--- config.mk ---
export PLATFORM = sky130hd
export DESIGN_NAME = fifo_flags
export DESIGN_NICKNAME = d
export VERILOG_FILES = /design/src/rtl/fifo_flags.sv
export SDC_FILE = /design/constraint.sdc
export NUM_CORES = 1
export LEC_CHECK = 0
export BUFFER_PORTS_ARGS = -buffer_cell sky130_fd_sc_hd__buf_2
export CAP_MARGIN = 15
export CELL_PAD_IN_SITES_DETAIL_PLACEMENT = 1
export CELL_PAD_IN_SITES_GLOBAL_PLACEMENT = 2
export CORE_ASPECT_RATIO = 2
export CORE_MARGIN = 4
export CORE_UTILIZATION = 45
export DETAILED_ROUTE_END_ITERATION = 12
export GPL_ROUTABILITY_DRIVEN = 0
export GPL_TIMING_DRIVEN = 0
export HOLD_SLACK_MARGIN = 0.08
export MAX_ROUTING_LAYER = met4
export PLACE_DENSITY_LB_ADDON = 0.25
export RECOVER_POWER = 25
export SETUP_SLACK_MARGIN = 0.1
export SYNTH_ARGS = -nofsm -noshare
export SYNTH_HDL_FRONTEND = slang
export SYNTH_SLANG_ARGS = --single-unit
--- constraint.sdc ---
create_clock -name clk -period 2.4 [get_ports clk]
set_clock_uncertainty 0.05 [all_clocks]
set_input_delay 0.36 -clock clk [delete_from_list [all_inputs] [get_ports clk]]
set_output_delay 0.36 -clock clk [all_outputs]
set_load 0.01 [all_outputs]
--- src/rtl/fifo_flags.sv ---
// rtl/fifo_flags.sv - synchronous FIFO with occupancy count, threshold flags and optional sticky errors
// Optional feature macro: FIFO_ERR_FLAGS_EN (sticky overflow/underflow with err_clr).
module fifo_flags #(
  parameter int B        = 8,
  parameter int W        = 4,
  parameter int AF_LEVEL = 2**W - 2,
  parameter int AE_LEVEL = 2
) (
  input  logic         clk,
  input  logic         reset,
  input  logic         wr,
  input  logic [B-1:0] w_data,
  input  logic         rd,
  output logic [B-1:0] r_data,
  output logic         full,
  output logic         empty,
  output logic         almost_full,
  output logic         almost_empty,
  output logic [W:0]   count,
  input  logic         err_clr,
  output logic         overflow,
  output logic         underflow
);

  localparam int DEPTH = 2**W;
  localparam logic [W:0] FULL_CNT = (W+1)'(DEPTH);
  localparam logic [W:0] AF_CNT   = (W+1)'(AF_LEVEL);
  localparam logic [W:0] AE_CNT   = (W+1)'(AE_LEVEL);

  logic [B-1:0] mem [DEPTH];
  logic [W-1:0] w_ptr;
  logic [W-1:0] r_ptr;
  logic [W:0]   count_next;
  logic         wr_ok;
  logic         rd_ok;

  // A write into a full FIFO is legal only when the head is popped in the same cycle.
  assign wr_ok = wr & (~full | rd);
  assign rd_ok = rd & ~empty;

  always_comb begin
    count_next = count;
    if (wr_ok & ~rd_ok)
      count_next = count + 1'b1;
    else if (~wr_ok & rd_ok)
      count_next = count - 1'b1;
  end

  always_ff @(posedge clk) begin
    if (wr_ok)
      mem[w_ptr] <= w_data;
  end

  // Flags are registered from count_next so they move in lockstep with count.
  always_ff @(posedge clk or posedge reset) begin
    if (reset) begin
      w_ptr        <= '0;
      r_ptr        <= '0;
      count        <= '0;
      full         <= 1'b0;
      empty        <= 1'b1;
      almost_full  <= 1'b0;
      almost_empty <= 1'b1;
    end else begin
      if (wr_ok)
        w_ptr <= w_ptr + 1'b1;
      if (rd_ok)
        r_ptr <= r_ptr + 1'b1;
      count        <= count_next;
      full         <= (count_next == FULL_CNT);
      empty        <= (count_next == '0);
      almost_full  <= (count_next >= AF_CNT);
      almost_empty <= (count_next <= AE_CNT);
    end
  end

  assign r_data = empty ? '0 : mem[r_ptr];

`ifdef FIFO_ERR_FLAGS_EN
  always_ff @(posedge clk or posedge reset) begin
    if (reset) begin
      overflow  <= 1'b0;
      underflow <= 1'b0;
    end else begin
      if (wr & full & ~rd)
        overflow <= 1'b1;
      else if (err_clr)
        overflow <= 1'b0;
      if (rd & empty)
        underflow <= 1'b1;
      else if (err_clr)
        underflow <= 1'b0;
    end
  end
`else
  logic unused_err_clr;
  assign unused_err_clr = err_clr;
  assign overflow       = 1'b0;
  assign underflow      = 1'b0;
`endif

endmodule

-- Word-level counts from Yosys, hierarchy flattened
Memory sizes are Yosys's and may differ from the RTL's.
Cells that the tools add are included.
- register bits after elaboration: 17
- memory bits (writable): 128
- input bits: 13
- output and inout port bits: 19
- memories kept: 1
- add/sub/neg operators: 4
- magnitude comparators: 2
- equal/unequal tests: 1
- multiplexer cells: 5
- bitwise operators: 9
- reduce and logical (&&, ||, !) cells: 1
- memory list (name ; depth ; bits a word ; read ports ; clocked after memory_dff ; wr ports ; RTL line ; text):
    mem ; 16 ; 8 ; 1 ; 0 ; 1 ; 30 ; logic [B-1:0] mem [DEPTH];
- operator list (operator ; number):
    5-bit two-way mux ; 2
    4-bit by 1-bit adder with 4-bit output (second input constant) ; 2
    8-bit two-way mux ; 1
    5-bit by 1-bit adder with 5-bit output (second input constant) ; 1
    5-bit == test (second input constant) ; 1
    5-bit by 4-bit greater-or-equal comparator with 1-bit output (second input constant) ; 1
    5-bit by 2-bit less-or-equal comparator with 1-bit output (second input constant) ; 1
    5-bit zero test ; 1
    5-bit by 1-bit subtractor with 5-bit output (second input constant) ; 1
    1-bit bitwise AND ; 4
    1-bit inverter ; 4
    1-bit two-way mux ; 2
    1-bit bitwise OR ; 1

-- Depth between registers and ports, before layout
- depth after elaboration: 8
- mapped depth: 7

-- Worst setup path before layout
Ideal clock, no wire load.
- path kind: register to register
- start: register w_ptr[0]
- end: memory mem[0][0], enable pin
- setup time: 395 ps
- arrival: 1616 ps
- required time: 1955 ps
- setup slack: 339 ps
- stages on the path, launching flop included: 5
- buffers on the path: 0
- period minus slack after synthesis: 2061 ps
- cells stage by stage: dfrtp_1 -> inv_1 -> ha_1 -> inv_1 -> nor4_1
- RTL lines (element ; RTL line ; text):
    from (decl) ; 31 ; logic [W-1:0] w_ptr;
    from (signal assigned) ; 66 ; w_ptr <= w_ptr + 1'b1;
    to (decl) ; 30 ;
Straight into the memory's write port.

-- Worst setup path in the final report
- start: register r_ptr[0]
- end: output port r_data[7]
- longest elaborated chain between the ends: 2
- ends and longest elaborated chain (element ; RTL line ; text):
    from (decl) ; 32 ; logic [W-1:0] r_ptr;
    from (signal assigned) ; 68 ; r_ptr <= r_ptr + 1'b1;
    memory 16 x 8 bit ; - ;
    8-bit two-way mux ; 77 ; assign r_data = empty ? '0 : mem[r_ptr];
    to (decl) ; 14 ; output logic [B-1:0] r_data,
No other way between the ends.

==> flow_summary.yaml <==
outcome:
  status: "complete, but fails checks"
  violations: "setup timing"
layout:
  stdcell_count: 538
  nFillCells: 1195
  fin_area_mm2: 0.00721
  drive_gt1_share_pct: 37.8
  syn_to_final_growth_pct: 20.5
  layout.nets: 393
  post-route-util_pct: 55.5
  num_antenna_cells: 0
sta:
  fin_crit_sh_pct: 107
  hold_slack_ps: 295
  setup_viol: 8
  hold_viol: 0
  relSlewSlack_pct: 47.5
  min_period_ps: 2570
  finalWorstSetupSlack_ps: -165
  rsz0062_at_grt: "true"
  report.final.slew_viol_count: 0
  worstMarginPinSlew_ps: 787
  fmax_mhz: 390
die:
  die_w_um: 89.5
  dieArea_mm2: 0.0153
  io_pins: 32
  rows: 59
  coreArea_mm2: 0.0130
  die_y_um: 171
  initial_core_util_pct: 46.0
power_and_ir_drop:
  power_leakage_nw: 2.52
  pwr_density_cell_mw_per_mm2: 1270
  vdd_ir_drop_max_mv: 0.733
  finalPower_mw: 9.15
setup_path:
  crit_path_start_kind: "flop"
  critPathArrivalTime_ps: 2160
  crit_chain: "buf_12 > buf_12 > mux4_2 > mux2i_1 > o22ai_1 > buf_2"
  slowest_stage: "mux4_2"
  critPathRequiredTime_ps: 1990
  critPathCaptureType: "output port"
  crit_top_cell: "buf_12"
  cp_max_fo: 7
  path_class: "reg -> out"
  max_stage_delay_ps: 520
global_routing:
  grt_pass1_vias: 3562
  grt_overflow: 0
  grt_max_degree: 18
  grt_use_total_pct: 20.2
  grt_pass1_wl_mm: 20.7
  grt_antenna_before_repair: 0
synthesis:
  synthCells: 314
  synthesis.area_mm2: 0.00598
  ys_top_cells_by_count: "128 x edfxtp_1, 32 x mux4_2, 18 x mux2i_1, 15 x dfrtp_1, 12 x inv_1"
  synth_top_cells_by_area: "edfxtp_1 64%, mux4_2 12%, dfrtp_1 6.3%"
  avgSynthCellArea_um2: 19.1
  synth_top_family_by_area: "multiplexers"
  synth.ff_latch_count: 145
  synthMuxAreaShare_pct: 15.3
  ys_seq_area_share_pct: 71.4
  yosysWarnings: 0
  yosys.area.top_type: "edfxtp_1"
  synth-simple-area-share_pct: 5.21
  synth-main-ff-cell: "edfxtp_1"
  async_flop_share_pct: 11.7
  yosysMostFrequentCell: "edfxtp_1"
  yosysTopAreaCellShare_pct: 64.3
  synth_cell_types: 45
  synth_xor_area_share_pct: 1.72
  synth_compound_area_share_pct: 2.36
  synth_edf_count: 128
  synthAdderAreaFrac_pct: 1.46
cts:
  clk_latency_ps: 420
  cts.sinks: 145
  clk_pin_slew_ps: 60
  cts_root_buf: "clkbuf_16"
  h-tree-depth: 4
  clock_path_buffers: 2
  cts_made_buffers: 17
  cts_tree: "built"
placement:
  placedCellCount: 499
  portBuffers: 28
  dpl_cell_area_mm2: 0.00639
  hpwl_mm: 9.38
route:
  viasPerCell: 5.67
  drtAntennaViolNets: 0
  drt_iter0_markers: 204
  drc: 0
  wirelength_mm: 13.7
  dr.pass1.iters: 4
  vias: 3049
  route.detailed.wl_per_inst_um: 25.4
run:
  maxCapViolations: 0
hold_path:
  hp-class: "in -> reg"
## kinds of logic (layout without fill, tap and decap cells)
group / after synthesis / count (layout)
buffers and inverters: 31 / 102
flip-flops: 145 / 145
AND/OR/NAND/NOR: 52 / 52
adder cells (fa/ha/maj): 7 / 7
multiplexers: 51 / 51
other: 1 / 2
AO/OA/AOI/OAI: 17 / 17
XOR/XNOR: 10 / 10
## flip-flops by register name (all words and copies together), names as in the netlist
register / count
mem: 128
count: 5
r_ptr: 4
w_ptr: 4
almost_empty: 1
almost_full: 1
empty: 1
full: 1
## layout by cell type, fill, tap and decap left out, types with 4 or more instances in the layout
cell type,instances
nor2_2,5
nand2_1,11
buf_12,4
xnor2_1,8
mux2i_1,15
clkbuf_1,9
clkinv_4,4
inv_1,12
buf_4,11
nor3_4,4
ha_1,7
mux4_2,32
edfxtp_1,128
buf_2,24
clkbuf_16,19
dfrtp_1,14
nor4_2,4
o22ai_1,8
## routing by layer
layer | global-route usage (%) | up-vias | part of all wire (%) | wire, µm
met3 | 4.19 | 27 | 2.6 | 353
met4 | 8.10 | 0 | 2.5 | 341
met1 | 20.4 | 1602 | 34 | 4600
li1 | - | 1349 | - | -
met5 | - | - | 0 | 0
met2 | 36.5 | 71 | 61 | 8380
## metrics by stage
stage                     setup TNS, ps  worst slack (ps)
after global placement           -34670              -637
after global routing              -2030              -275
after detailed placement          -3120              -152
after CTS                         -1210              -186
after floorplan                       0               339
final                             -1210              -165
## power by group
| part | total (mW) | internal, mW | leakage [nW] | switching (mW) |
|---|---|---|---|---|
| Sequential | 3.32 | 3.11 | 1.35 | 0.216 |
| Combinational | 3.16 | 1.49 | 0.881 | 1.67 |
| Clock | 2.68 | 1.64 | 0.285 | 1.04 |
## cell type report
cell class | count | area [µm²] | area share [%]
Buffer | 17 | 173 | 2.40
Clock buffer | 19 | 433 | 6.01
Clock inverter | 13 | 163 | 2.26
Inverter | 13 | 48.8 | 0.677
Multi-Input combinational cell | 139 | 1660 | 23.1
Sequential cell | 145 | 4270 | 59.3
Tap cell | 152 | 190 | 2.64
Timing Repair Buffer | 40 | 264 | 3.66
## repair_timing
item	CTS	global route
resized for setup	26	14
hold buffers	1	0
endpoints found under the hold margin	15	0
gates cloned	0	2
setup endpoints to repair	13	72
setup buffers	3	2
pin swaps	1	0
## worst paths after layout
| path | start | slack, ps | end | cells past startpoint |
|---|---|---|---|---|
| worst max-delay path | r_ptr[0] | -170 | r_data[7] | 6 |
| worst min-delay path | w_data[1] | 290 | mem[0][1] | 1 |
| worst max register to register | full | 260 | mem[6][4] | 5 |
| worst min register to register | r_ptr[2] | 490 | r_ptr[2] | 1 |
| max in group asynchronous | reset | 1180 | r_ptr[3] | 3 |
| min in group asynchronous | reset | 570 | w_ptr[3] | 3 |
## critical path, delay by kind of cell, from the launching register on
kind / cells / cell delay, ps
compound gates: 1 / 110
flops: 1 / 410
buf+inv: 3 / 500
mux: 2 / 710
Note: power is estimated with default switching activity, not from simulation.
